--- config.mk ---
export PLATFORM = sky130hd
export DESIGN_NAME = hazard_ctrl
export DESIGN_NICKNAME = d
export VERILOG_FILES = /design/src/rtl/hazard_ctrl.sv
export SDC_FILE = /design/constraint.sdc
export NUM_CORES = 1
export LEC_CHECK = 0
export CORE_MARGIN = 4
export CORE_UTILIZATION = 27
export DETAILED_ROUTE_END_ITERATION = 7
export PLACE_DENSITY = 0.81
export SYNTH_ARGS = -nofsm -noshare
export SYNTH_HDL_FRONTEND = slang
export SYNTH_SLANG_ARGS = --single-unit
export TNS_END_PERCENT = 1
--- constraint.sdc ---
create_clock -name clk_i -period 1.75 [get_ports clk_i]
set_clock_uncertainty 0.2 [all_clocks]
set_input_delay 0.2625 -clock clk_i [delete_from_list [all_inputs] [get_ports clk_i]]
set_output_delay 0.2625 -clock clk_i [all_outputs]
set_load 0.01 [all_outputs]
--- src/rtl/hazard_ctrl.sv ---
// ID-stage sequencing: load-use stalls, beq flush, imm select, illegal flag.
// Optional statistics counters enabled by defining HAZARD_STATS_EN.
module hazard_ctrl #(
  parameter int STALL_CYCLES = 1,
  parameter int CNT_W        = 16
) (
  input  logic             clk_i,
  input  logic             rst_i,
  input  logic             start_i,
  input  logic [31:0]      inst_i,
  input  logic             idex_memread_i,
  input  logic [4:0]       idex_rd_i,
  input  logic             branch_taken_i,
  output logic             pc_write_o,
  output logic             ifid_write_o,
  output logic             ifid_flush_o,
  output logic             idex_bubble_o,
  output logic [1:0]       imm_sel_o,
  output logic             illegal_o
`ifdef HAZARD_STATS_EN
  ,
  output logic [CNT_W-1:0] stall_cnt_o,
  output logic [CNT_W-1:0] flush_cnt_o
`endif
);

  localparam logic [6:0] OP_R   = 7'b0110011;
  localparam logic [6:0] OP_I   = 7'b0010011;
  localparam logic [6:0] OP_LD  = 7'b0000011;
  localparam logic [6:0] OP_SD  = 7'b0100011;
  localparam logic [6:0] OP_BEQ = 7'b1100011;

  localparam logic [1:0] IMM_NONE = 2'd0;
  localparam logic [1:0] IMM_I    = 2'd1;
  localparam logic [1:0] IMM_S    = 2'd2;
  localparam logic [1:0] IMM_B    = 2'd3;

  typedef enum logic [1:0] {
    IDLE,
    RUN,
    STALL,
    FLUSH
  } state_t;

  state_t     state_q, state_d;
  logic [1:0] cnt_q, cnt_d;

  logic [6:0] opc;
  logic [4:0] rs1, rs2;
  logic       is_r, is_i, is_ld, is_sd, is_beq;
  logic       use_rs1, use_rs2;
  logic       hazard, legal, ill_set;

  assign opc = inst_i[6:0];
  assign rs1 = inst_i[19:15];
  assign rs2 = inst_i[24:20];

  assign is_r   = (opc == OP_R);
  assign is_i   = (opc == OP_I);
  assign is_ld  = (opc == OP_LD);
  assign is_sd  = (opc == OP_SD);
  assign is_beq = (opc == OP_BEQ);

  assign use_rs1 = is_r | is_i | is_ld | is_sd | is_beq;
  assign use_rs2 = is_r | is_sd | is_beq;

  assign hazard = idex_memread_i && (idex_rd_i != 5'd0) &&
                  ((use_rs1 && (idex_rd_i == rs1)) ||
                   (use_rs2 && (idex_rd_i == rs2)));

  // an all-zero word is the flushed NOP, not an illegal encoding
  assign legal   = use_rs1 || (inst_i == 32'd0);
  assign ill_set = (state_q == RUN) && !hazard && !legal;

  always_comb begin
    imm_sel_o = IMM_NONE;
    unique case (1'b1)
      is_i, is_ld: imm_sel_o = IMM_I;
      is_sd:       imm_sel_o = IMM_S;
      is_beq:      imm_sel_o = IMM_B;
      default:     imm_sel_o = IMM_NONE;
    endcase
  end

  always_comb begin
    pc_write_o    = 1'b0;
    ifid_write_o  = 1'b0;
    ifid_flush_o  = 1'b0;
    idex_bubble_o = 1'b1;
    state_d       = state_q;
    cnt_d         = cnt_q;
    unique case (state_q)
      IDLE: begin
        state_d = RUN;
      end
      RUN: begin
        if (hazard) begin
          if (STALL_CYCLES > 1) begin
            cnt_d   = 2'(STALL_CYCLES - 1);
            state_d = STALL;
          end
        end else if (is_beq && branch_taken_i) begin
          pc_write_o    = 1'b1;
          ifid_write_o  = 1'b1;
          ifid_flush_o  = 1'b1;
          idex_bubble_o = 1'b0;
          state_d       = FLUSH;
        end else begin
          pc_write_o    = 1'b1;
          ifid_write_o  = 1'b1;
          idex_bubble_o = 1'b0;
        end
      end
      STALL: begin
        cnt_d = cnt_q - 2'd1;
        if (cnt_q == 2'd1) state_d = RUN;
      end
      FLUSH: begin
        pc_write_o    = 1'b1;
        ifid_write_o  = 1'b1;
        idex_bubble_o = 1'b0;
        state_d       = RUN;
      end
      default: state_d = IDLE;
    endcase
    // dropping run enable wins over everything and aborts a stall
    if (!start_i) begin
      state_d = IDLE;
      cnt_d   = 2'd0;
    end
  end

  always_ff @(posedge clk_i or negedge rst_i) begin
    if (!rst_i) begin
      state_q   <= IDLE;
      cnt_q     <= 2'd0;
      illegal_o <= 1'b0;
    end else begin
      state_q <= state_d;
      cnt_q   <= cnt_d;
      if (ill_set) illegal_o <= 1'b1;
    end
  end

`ifdef HAZARD_STATS_EN
  logic stall_inc, flush_inc;

  assign stall_inc = !pc_write_o &&
                     ((state_q == RUN) || (state_q == STALL));
  assign flush_inc = ifid_flush_o;

  always_ff @(posedge clk_i or negedge rst_i) begin
    if (!rst_i) begin
      stall_cnt_o <= '0;
      flush_cnt_o <= '0;
    end else begin
      if (stall_inc && (stall_cnt_o != '1))
        stall_cnt_o <= stall_cnt_o + 1'b1;
      if (flush_inc && (flush_cnt_o != '1))
        flush_cnt_o <= flush_cnt_o + 1'b1;
    end
  end
`endif

endmodule

# == Word-level counts from Yosys, hierarchy flattened ==
# Cells that the tools add are included.
# op_classes
add_sub_neg,1
eq_ne,15
n_mux,15
bitwise_logic,6
n_reduce_logical,17
# ops
op,count
zero test 32 bit,1
"equality test 7 x 6 -> 1 bit, second input constant",2
2-to-1 mux 2 bit,6
one-hot mux 2 bit (3 select lines),2
equality test 5 bit,2
"equality test 7 x 2 -> 1 bit, second input constant",1
"equality test 7 x 5 -> 1 bit, second input constant",1
"equality test 7 bit, second input constant",1
logical AND 1 bit,7
"!= test 3 bit, second input constant",2
OR 1 bit,6
2-to-1 mux 1 bit,5
nonzero test 5 bit,1
"equality test 2 x 1 -> 1 bit, second input constant",2
"equality test 2 bit, second input constant",2
one-hot mux 1 bit (2 select lines),2
OR reduction 2 bit,2
"!= test 3 x 2 -> 1 bit, second input constant",1
AND reduction 3 bit,1
zero test 1 bit,2
zero test 2 bit,1
logical OR 1 bit,2
"!= test 2 x 1 -> 1 bit, second input constant",1
"subtractor 2 x 1 -> 2 bit, second input constant",1
# totals
reg_bits,5
in_bits,42
output_inout_bits,7
word_cells,57

# == Depth between registers and ports, before layout ==
# Gate-level depths: netlist of run 1.
# logic_depth
word_depth,11
mapped_depth,6
mapped_depth_nobuf,5

# == Least setup slack after synthesis of run 1 ==
# OpenSTA, ideal clock, no wires.
# synth_path
kind,input to output
start,input port inst_i[2]
end,output port pc_write_o
arrival_time_ps,1450
t_required_ps,1287
setup_slack_ps,-162
path_stages,6
path_buffers,1
cell_sequence,and4bb_2 -> o21ai_1 -> nor4_1 -> nor2_1 -> o21a_1 -> buf_4
# synth_via
elab_chain_cells,10
elab_cells_between_ends,17
cone_classes,5 x eq/ne; 2 x mux; 6 x bitwise; 4 x reduce/logical
# synth_lines
element,line_no,rtl
from (decl),10,"input logic [31:0] inst_i,"
equality test 7 x 6 -> 1 bit or equality test 7 x 5 -> 1 bit (tied branches),"58, 59",
OR 1 bit (4 in a row),64,assign use_rs1 = is_r | is_i | is_ld | is_sd | is_beq;
logical AND 1 bit,68,((use_rs1 && (idex_rd_i == rs1)) ||
logical OR 1 bit (*),68,
logical AND 1 bit (*),67,assign hazard = idex_memread_i && (idex_rd_i != 5'd0) &&
2-to-1 mux 1 bit (*),-,
one-hot mux 1 bit (2 select lines) (*),-,
to (decl),14,"output logic pc_write_o,"
# Mark *: on every way between the ends. The rest lies on a longest branch, timed or not.

# == Worst setup path after layout of run 1 ==
# layout_path
start,input port inst_i[20]
end,output port ifid_write_o
# layout_via
elab_chain_cells,6
# layout_lines
element,line_no,rtl
equality test 5 bit,69,(use_rs2 && (idex_rd_i == rs2)));
logical AND 1 bit,69,
logical OR 1 bit,68,
logical AND 1 bit,67,
2-to-1 mux 1 bit,97,if (hazard) begin
one-hot mux 1 bit (2 select lines),92,unique case (state_q)
to (decl),15,"output logic ifid_write_o,"
# Every way passes these cells.

==> results of run 1 <==
report_power, final:
group | internal (mW) | leakage, nW | total (mW) | switching [mW]
Clock | 0.0862 | 0.0150 | 0.133 | 0.0467
Sequential | 0.117 | 0.0623 | 0.118 | 0.000491
Combinational | 0.126 | 0.464 | 0.207 | 0.0817
Total | 0.329 | 0.541 | 0.458 | 0.129
worst max-delay path by stage:
| stage | from | end | slack [ps] | cells after the start |
|---|---|---|---|---|
| after floorplan | idex_rd_i[1] | pc_write_o | -130 | 6 |
| after global routing | inst_i[20] | ifid_write_o | -370 | 7 |
| after global placement | idex_rd_i[1] | pc_write_o | -970 | 7 |
| final | inst_i[20] | ifid_write_o | -280 | 7 |
| after detailed placement | idex_rd_i[0] | idex_bubble_o | -1010 | 7 |
| after CTS | idex_rd_i[2] | ifid_write_o | -290 | 7 |
final cells by class:
class / count / area, sq um
well taps: 25 / 31.28
fillers: 160 / 545.5
flip-flops and latches: 5 / 125.1
clock buffers: 4 / 26.28
inverters: 2 / 7.507
multi-input cells: 55 / 533.0
repair buffers: 63 / 533.0
per-stage QoR:
stage                     cell area [sq um]  power [mW]
after floorplan                       545.5      0.1677
after global placement                 1147      0.3059
after detailed placement               1147      0.3091
after CTS                              1179      0.4345
after global routing                   1256      0.4840
final                                  1256      0.4581
routing by layer:
metal,vias to the layer above,GRT usage,wire [um],share of wire
met5,-,0,0,0
met4,0,0.05957,23,0.0099
met3,4,0.02564,86,0.037
met2,24,0.3264,1394,0.60
met1,378,0.1567,826,0.35
li1,371,-,-,-
critical path: cells and delay by family:
| kind | cells | cell delay, ps |
|---|---|---|
| buffers and inverters | 2 | 330 |
| AO/OA/AOI/OAI | 1 | 180 |
| AND/OR/NAND/NOR | 3 | 620 |
| XOR/XNOR | 1 | 180 |
state kept, by name, indices dropped and copies added (netlist names):
name,count
state_q,2
cnt_q,2
illegal_o,1
cell families (layout without fill, tap and decap cells):
kind of cell,Yosys count,after routing,synth area share
AO/OA/AOI/OAI,9,9,0.1346
XOR/XNOR,11,11,0.1786
multiplexers,1,1,0.01856
AND/OR/NAND/NOR,33,33,0.3852
flip-flops,5,5,0.2320
adder cells (fa/ha/maj),1,1,0.02320
buffers and inverters,3,69,0.02785
what timing repair did:
action | CTS | global route
gates resized for setup | 75 | 22
endpoints found under the setup margin | 8 | 5
buffers inserted | 1 | 1
pin swaps | 14 | 15
cells in the final DEF (no fill, tap or decap), drive strengths merged, types with 4 or more instances in the layout:
master and instances:
buf 25, clkdlybuf4s50 19, dlygate4sd2 11, xnor2 11, nor4 10, clkbuf 7, dfrtp 5, clkdlybuf4s15 5
nand3 4, o21ai 4
==> results by group, run 1 <==
Outcome
  • Status: finished, violations left
  • Failing checks: setup timing

STA
  • RSZ-0062 raised after global routing: yes
  • Slew HR: 0.7590
  • Finish-stage setup viols: 5
  • Hold Slack: 42.13 ps
  • Setup TNS: -1288 ps
  • Least-Margin Pin Slew: 358.1 ps
  • Fmax: 493.7 MHz
  • Pins Over Slew Limit: 0
  • Crit share post-route: 1.158
  • Setup ws final: -275.6 ps
  • Final hold vios: 0
  • Minimum clock period: 2026 ps

Flow run
  • Max-cap violation count: 0

Worst hold path
  • Hold Path Class: in -> async

Logic synthesis
  • Synth Net Count: 106
  • Syn avg cell area: 8.560 sq um
  • Asr flop ratio synth: 1.000
  • Synthesized area: 539.3 sq um
  • Most frequent cells after synthesis: 11 x xnor2_1, 10 x nor4_1, 5 x dfrtp_1, 4 x nand3_1
  • Most used DFF post-synth: dfrtp_1
  • Seq cells post-synth: 5
  • Post-synth EDFFs: 0
  • Total of warnings raised by yosys: 0
  • Post-Synthesis Cells: 63
  • Post-synth top area cell: dfrtp_1
  • Register area share after synthesis: 0.2320
  • Count leader, synth: xnor2_1
  • Synth area leaders: dfrtp_1 23%, xnor2_1 18%, nor4_1 12%
  • Area share of the largest cell type after synthesis: 0.2320
  • Unique cell type count in the Yosys netlist: 27

Die
  • Initial core utilization: 0.2993
  • Die H: 52.69 um
  • I/O Pins: 49
  • Core footprint: 1802 sq um
  • DIE AREA: 2776 sq um
  • Rows: 15
  • DIE WIDTH: 52.69 um

Clocking
  • Clk Latency, worst-skew pair: 240 ps
  • CTS tree: built
  • Clk slew on worst S/H paths: 40 ps
  • Clock tree buffer depth: 2
  • TritonCTS buffer count: 3
  • Root buffer cell: clkbuf_4
  • CTS H-tree depth: 1
  • Post-CTS Hold Buffers: 0
  • Num Clock Sinks: 5

Power
  • PwrDens: 364.7 nW/um^2
  • Leak: 0.5413 nW
  • Peak VDD IR: 0.3314 mV

Placement
  • Gp weighted congestion: 0.8838
  • Placed cells: 148
  • Dpl hpwl: 1.779 mm
  • IO Port Bufs: 48
  • Setup WS pre-CTS: -1010 ps

Routing
  • WL per Instance: 15.13 um
  • Final wirelength: 2.330 mm
  • Via/cell ratio: 5.045
  • Vias: 777
  • DRC: 0
  • DRT Pass-1 Iters: 4
  • Detail Route Antenna Nets: 0
  • DRT iter0 DRCs: 8

GRT
  • First-pass GRT wire length: 3.325 mm
  • Vias in the first global route: 797
  • Remaining Overflow, GRT: 0
  • Initial antenna violation count: 0
  • Largest net degree at the start of global routing: 6
  • GRT Total Usage: 0.1607

Setup path
  • CP Class: in -> out
  • FF-to-FF path depth: 4
  • Worst r2r src: state_q[0]
  • Worst-path fanout max: 2
  • Reg2reg end: cnt_q[0]
  • Critical path's slowest cell: nor4_4
  • CP max stage delay: 340 ps
  • Worst EP required: 1290 ps
  • Crit. End Element: primary output
  • Worst path cell trace: clkdlybuf4s15_1 -> xnor2_1 -> nand4_1 -> nor4_4 -> nor2_2 -> o21a_1 -> buf_2
  • Critical path arrival: 1560 ps
  • R2r setup slk: 460 ps
  • Crit start category: input port

Layout
  • Non-filler instance count after layout: 154
  • Nets: 173
  • Layout area overhead: 132.9%
  • Layout cells sized above 1: 0.4419
  • Diode count: 0
  • Util after Layout: 0.6972
(Power assumes the default switching activity.)
==> inputs of run 2 (changes only) <==
--- a/config.mk
+++ b/config.mk
@@ -8,6 +8,7 @@
 export CORE_MARGIN = 4
 export CORE_UTILIZATION = 27
 export DETAILED_ROUTE_END_ITERATION = 7
+export GPL_TIMING_DRIVEN = 0
 export PLACE_DENSITY = 0.81
 export SYNTH_ARGS = -nofsm -noshare
 export SYNTH_HDL_FRONTEND = slang
==> run 2 against run 1 <==
The flow still finishes with violations (setup timing). Combinational power shrank 6%. Global-route usage grew 0.99 points. Via count down 5.5%. Critical path type unchanged.
==> results by group, run 2 (synthesized netlist as in run 1, its figures left out) <==
STA
  • Setup ws final: -392.4 ps (was -275.6 ps)
  • RSZ-0062 raised after global routing: yes (unchanged)
  • Least-Margin Pin Slew: 403.3 ps (was 358.1 ps)
  • Hold Slack: 37.95 ps (was 42.13 ps)
  • Pins Over Slew Limit: 0 (unchanged)
  • Setup TNS: -1349 ps (was -1288 ps)
  • Minimum clock period: 2142 ps (was 2026 ps)
  • Finish-stage setup viols: 4 (was 5)
  • Final hold vios: 0 (unchanged)
  • Crit share post-route: 1.224 (was 1.158)
  • Slew HR: 0.7287 (was 0.7590)
  • Fmax: 466.8 MHz (was 493.7 MHz)

Routing
  • DRT Pass-1 Iters: 4 (unchanged)
  • Routed length on met3: 84 um (was 86 um)
  • Final wirelength: 2.251 mm (was 2.330 mm)
  • DRT met1 WL: 766 um (was 826 um)
  • WL per Instance: 15.21 um (was 15.13 um)
  • Metal2 WL: 1.343 mm (was 1.394 mm)
  • DRT iter0 DRCs: 5 (was 8)
  • Vias: 734 (was 777)
  • DRC: 0 (unchanged)
  • Top sig layer: met4 (unchanged)
  • Via/cell ratio: 4.959 (was 5.045)
  • Detail Route Antenna Nets: 0 (unchanged)

Layout
  • Most frequent cells in the layout: 19 x clkdlybuf4s50_1, 12 x dlygate4sd2_1, 8 x nor4_1, 8 x buf_4, 7 x xnor2_1 (was 19 x clkdlybuf4s50_1, 14 x buf_4, 11 x dlygate4sd2_1, 8 x buf_2)
  • Nets: 167 (was 173)
  • Biggest regs: cnt_q: 2 flops, state_q: 2 flops, illegal_o: 1 flops (unchanged)
  • Util after Layout: 0.6750 (was 0.6972)
  • Non-filler instance count after layout: 148 (was 154)
  • Filler instances: 151 (was 160)
  • Commonest non-fill, non-tap cell in the layout: clkdlybuf4s50_1 (unchanged)
  • Layout area overhead: 125.5% (was 132.9%)
  • Diode count: 0 (unchanged)
  • Layout cells sized above 1: 0.3902 (was 0.4419)
  • Finished Cell Area: 1216 sq um (was 1256 sq um)

Setup path
  • Cell family with the largest share of critical-path delay: simple AND/OR/NAND/NOR gates (unchanged)
  • Critical path's slowest cell: or4_4 (was nor4_4)
  • Reg2reg end: state_q[1] (was cnt_q[0])
  • FF-to-FF path depth: 4 (unchanged)
  • Worst-path fanout max: 3 (was 2)
  • Crit start category: input port (unchanged)
  • Critical path arrival: 1680 ps (was 1560 ps)
  • CP Class: in -> out (unchanged)
  • CP bufs+invs: 3 (was 2)
  • Cell count along the critical path: 7 (unchanged)
  • Worst path cell trace: buf_8 -> or4_4 -> buf_6 -> o21ai_4 -> o41ai_4 -> nor3_2 -> buf_2 (was clkdlybuf4s15_1 -> xnor2_1 -> nand4_1 -> nor4_4 -> nor2_2 -> o21a_1 -> buf_2)
  • Worst EP required: 1290 ps (about the same)
  • Worst r2r src: state_q[1] (was state_q[0])
  • Critical Path End: ifid_flush_o (was ifid_write_o)
  • CP max stage delay: 560 ps (was 340 ps)
  • R2r setup slk: 410 ps (was 460 ps)
  • Crit. End Element: primary output (unchanged)
  • CP startpoint: idex_rd_i[2] (was inst_i[20])

Clocking
  • Num Clock Sinks: 5 (unchanged)
  • Root buffer cell: clkbuf_4 (unchanged)
  • TritonCTS buffer count: 3 (unchanged)
  • CTS H-tree depth: 1 (unchanged)
  • Clk Latency, worst-skew pair: 240 ps (about the same)
  • Clk slew on worst S/H paths: 40 ps (about the same)
  • Clock tree buffer depth: 2 (unchanged)
  • Post-CTS Hold Buffers: 0 (unchanged)
  • CTS tree: built (unchanged)

Power
  • Switching power: 0.1233 mW (was 0.1289 mW)
  • Design Power: 0.4448 mW (was 0.4581 mW)
  • PwrDens: 365.7 nW/um^2 (was 364.7 nW/um^2)
  • Register share of total power: 0.267 (was 0.257)
  • Combinational share of power: 0.439 (was 0.453)
  • Sw Share: 0.2772 (was 0.2813)
  • Power Internal: 0.3215 mW (was 0.3293 mW)
  • Peak VDD IR: 0.3544 mV (was 0.3314 mV)
  • Leak: 0.5166 nW (was 0.5413 nW)
  • Clock share of power: 0.294 (was 0.290)

GRT
  • GRT Total Usage: 0.1706 (was 0.1607)
  • Vias in the first global route: 817 (was 797)
  • Initial antenna violation count: 0 (unchanged)
  • Remaining Overflow, GRT: 0 (unchanged)
  • Largest net degree at the start of global routing: 6 (unchanged)
  • First-pass GRT wire length: 3.470 mm (was 3.325 mm)

Outcome
  • Failing checks: setup timing (unchanged)
  • Status: finished, violations left (unchanged)

Placement
  • IO Port Bufs: 48 (unchanged)
  • Setup WS pre-CTS: -1154 ps (was -1010 ps)
  • Gp weighted congestion: 0.7908 (was 0.8838)
  • Post-placement cell area: 1057 sq um (was 1147 sq um)
  • Placed cells: 136 (was 148)
  • Dpl hpwl: 1.717 mm (was 1.779 mm)

Flow run
  • Max-cap violation count: 0 (unchanged)

Die
  • DIE WIDTH: 52.69 um (unchanged)
  • Rows: 15 (unchanged)
  • Die H: 52.69 um (unchanged)
  • Core footprint: 1802 sq um (unchanged)
  • Initial core utilization: 0.2993 (unchanged)
  • DIE AREA: 2776 sq um (unchanged)
  • I/O Pins: 49 (unchanged)

Worst hold path
  • Hold Path Class: in -> async (unchanged)
-- run 2: per-layer routing --
metal | global-route usage | vias up
met1 | 0.1650 | 353
met4 | 0.06383 | 0
met5 | 0 | -
li1 | - | 357
met3 | 0.01994 | 5
met2 | 0.3533 | 19
-- run 2: how the worst min path moves through the flow --
stage	depth (start not counted)	to	from	slack, ps
after global routing	1	cnt_q[1]	rst_i	50
after CTS	1	cnt_q[1]	rst_i	40
after floorplan	0	cnt_q[0]	rst_i	-230
final	1	state_q[0]	rst_i	40
after global placement	1	illegal_o	illegal_o	270
after detailed placement	1	illegal_o	illegal_o	290
-- run 2: repair_timing --
action	4_1_cts	5_1_grt
pin swaps	17	14
gates resized for setup	81	23
endpoints found under the setup margin	8	5
buffers inserted	7	1
-- run 2: layout make-up --
cell class | count | area [sq um] | area share
Clock buffer | 4 | 26.28 | 0.02160
Inverter | 2 | 7.507 | 0.006173
Sequential cell | 5 | 125.1 | 0.1029
Multi-Input combinational cell | 55 | 530.5 | 0.4362
Timing Repair Buffer | 56 | 488.0 | 0.4012
Buffer | 1 | 7.507 | 0.006173
Tap cell | 25 | 31.28 | 0.02572
-- run 2: power groups by stage --
stage,combinational [mW],clock (mW),sequential (mW)
finish,0.195,0.131,0.119
global route,0.208,0.142,0.119
CTS,0.175,0.137,0.118
detailed placement,0.172,0,0.120
global placement,0.168,0,0.120
floorplan,0.0480,0,0.120
-- run 2: worst register-to-register path: cells and delay by family (launching register included) --
family / cells / cell delay (ps)
flops: 1 / 410
simple gates: 2 / 440
compound gates: 2 / 240
==> inputs of run 3 (changes only) <==
--- a/config.mk
+++ b/config.mk
@@ -13,4 +13,3 @@
 export SYNTH_ARGS = -nofsm -noshare
 export SYNTH_HDL_FRONTEND = slang
 export SYNTH_SLANG_ARGS = --single-unit
-export TNS_END_PERCENT = 1
==> run 3 against run 2 <==
The flow still finishes with violations (setup timing). Worst hold slack stayed put. Global-route usage grew 0.35 points. Wire length up 6.8%. Combinational power rose by 5%. Power rose by 1.9%. Clock-buffer cell count is the same. Largest power group unchanged. Highest routed layer unchanged.
==> results by group, run 3 (synthesized netlist as in run 1, its figures left out) <==
STA
  • Least-Margin Pin Slew: 332.2 ps (was 403.3 ps)
  • Setup ws final: -374.1 ps (was -392.4 ps)
  • Crit share post-route: 1.214 (was 1.224)
  • RSZ-0062 raised after global routing: yes (unchanged)
  • Pins Over Slew Limit: 0 (unchanged)
  • Finish-stage setup viols: 5 (was 4)
  • Minimum clock period: 2124 ps (was 2142 ps)
  • Slew HR: 0.7767 (was 0.7287)
  • Hold Slack: 37.95 ps (unchanged)
  • Setup TNS: -1370 ps (was -1349 ps)
  • Fmax: 470.8 MHz (was 466.8 MHz)
  • Final hold vios: 0 (unchanged)

Setup path
  • Crit start category: input port (unchanged)
  • CP max stage delay: 560 ps (about the same)
  • Worst path cell trace: buf_8 -> or4_4 -> buf_6 -> o21ai_4 -> o41ai_4 -> nor3_4 -> buf_2 (was buf_8 -> or4_4 -> buf_6 -> o21ai_4 -> o41ai_4 -> nor3_2 -> buf_2)
  • Crit. End Element: primary output (unchanged)
  • Worst EP required: 1290 ps (about the same)
  • Cell family with the largest share of critical-path delay: simple AND/OR/NAND/NOR gates (unchanged)
  • CP Class: in -> out (unchanged)
  • Critical path arrival: 1660 ps (was 1680 ps)
  • Worst-path fanout max: 3 (unchanged)
  • CP bufs+invs: 3 (unchanged)
  • Critical path's slowest cell: or4_4 (unchanged)

Clocking
  • CTS tree: built (unchanged)
  • Clock tree buffer depth: 2 (unchanged)
  • TritonCTS buffer count: 3 (unchanged)
  • Post-CTS Hold Buffers: 0 (unchanged)
  • Root buffer cell: clkbuf_4 (unchanged)
  • Num Clock Sinks: 5 (unchanged)
  • Clk Latency, worst-skew pair: 240 ps (about the same)
  • CTS H-tree depth: 1 (unchanged)
  • Clk slew on worst S/H paths: 40 ps (about the same)

Routing
  • Final wirelength: 2.403 mm (was 2.251 mm)
  • Detail Route Antenna Nets: 0 (unchanged)
  • Top sig layer: met4 (unchanged)
  • WL per Instance: 16.02 um (was 15.21 um)
  • DRT met1 WL: 808 um (was 766 um)
  • Vias: 749 (was 734)
  • Via/cell ratio: 4.993 (was 4.959)
  • DRT Pass-1 Iters: 4 (unchanged)
  • Routed length on met3: 75 um (was 84 um)
  • DRC: 0 (unchanged)
  • DRT iter0 DRCs: 5 (unchanged)
  • Metal2 WL: 1.489 mm (was 1.343 mm)

Placement
  • IO Port Bufs: 48 (unchanged)
  • Dpl hpwl: 1.717 mm (unchanged)
  • Gp weighted congestion: 0.7908 (unchanged)
  • Setup WS pre-CTS: -1154 ps (unchanged)
  • Placed cells: 136 (unchanged)
  • Post-placement cell area: 1057 sq um (unchanged)

Power
  • Peak VDD IR: 0.3563 mV (was 0.3544 mV)
  • Leak: 0.5360 nW (was 0.5166 nW)
  • PwrDens: 362.8 nW/um^2 (was 365.7 nW/um^2)
  • Design Power: 0.4531 mW (was 0.4448 mW)

Layout
  • Diode count: 0 (unchanged)
  • Commonest non-fill, non-tap cell in the layout: clkdlybuf4s50_1 (unchanged)
  • Non-filler instance count after layout: 150 (was 148)
  • Seq. cell area: 125.1 sq um (unchanged)
  • Most frequent cells in the layout: 19 x clkdlybuf4s50_1, 9 x buf_4, 8 x buf_2, 7 x nor4_1, 7 x dlygate4sd2_1 (was 19 x clkdlybuf4s50_1, 12 x dlygate4sd2_1, 8 x nor4_1, 8 x buf_4, 7 x xnor2_1)
  • Layout cells sized above 1: 0.4400 (was 0.3902)
  • Layout area overhead: 131.6% (was 125.5%)
  • Filler instances: 151 (unchanged)
  • Multi-input logic area: 553.0 sq um (was 530.5 sq um)
  • Finished Cell Area: 1249 sq um (was 1216 sq um)
  • Nets: 169 (was 167)
  • Biggest regs: cnt_q: 2 flops, state_q: 2 flops, illegal_o: 1 flops (unchanged)
  • Util after Layout: 0.6931 (was 0.6750)

Flow run
  • Max-cap violation count: 0 (unchanged)

Worst hold path
  • Hold Path Class: in -> async (unchanged)

Die
  • Rows: 15 (unchanged)
  • I/O Pins: 49 (unchanged)
  • Core footprint: 1802 sq um (unchanged)
  • Die H: 52.69 um (unchanged)
  • DIE AREA: 2776 sq um (unchanged)
  • Initial core utilization: 0.2993 (unchanged)
  • DIE WIDTH: 52.69 um (unchanged)

GRT
  • Initial antenna violation count: 0 (unchanged)
  • GRT Total Usage: 0.1741 (was 0.1706)
  • First-pass GRT wire length: 3.546 mm (was 3.470 mm)
  • Remaining Overflow, GRT: 0 (unchanged)
  • Vias in the first global route: 833 (was 817)
  • Largest net degree at the start of global routing: 6 (unchanged)

Outcome
  • Status: finished, violations left (unchanged)
  • Failing checks: setup timing (unchanged)
run 3: cell types whose count changed in the layout (fill, tap and decap cells not counted), sizes merged:
cell	previous run	this run
dlygate4sd2	12	7
clkdlybuf4s15	2	3
buf	19	24
clkbuf	9	10
run 3: timing repair:
action / CTS / global route
setup endpoints to repair: 8 / 6
buffers inserted: 8 / 2
resized for setup: 91 / 29
pin swaps: 20 / 16
run 3: routing by layer:
layer  vias to the layer above  GRT usage
li1                        363          -
met4                         0    0.07234
met2                        17     0.3533
met5                         -          0
met3                         3    0.01994
met1                       366     0.1718
run 3: worst paths after layout:
| check | start | end | slack [ps] | cells past startpoint |
|---|---|---|---|---|
| min reg2reg | illegal_o | illegal_o | 300 | 1 |
| min | rst_i | state_q[0] | 40 | 1 |
| max in group asynchronous | rst_i | state_q[1] | 1130 | 1 |
| max | idex_rd_i[2] | ifid_flush_o | -370 | 7 |
| min in group clk_i | inst_i[3] | illegal_o | 260 | 5 |
| max reg2reg | state_q[1] | state_q[1] | 420 | 4 |
run 3: cell type report:
cell class              count  share of cell area
clock buffers               4             0.02104
well taps                  25             0.02505
flip-flops and latches      5              0.1002
plain buffers               1            0.006012
multi-input cells          55              0.4429
inverters                   2            0.006012
repair buffers             58              0.3988
run 3: report_power, final:
group	switching [mW]	internal (mW)	leakage, nW	total, mW
sequential	0.00132	0.117	0.0623	0.119
clock	0.0448	0.0860	0.0150	0.131
combinational	0.0816	0.122	0.459	0.204
total	0.128	0.325	0.536	0.453
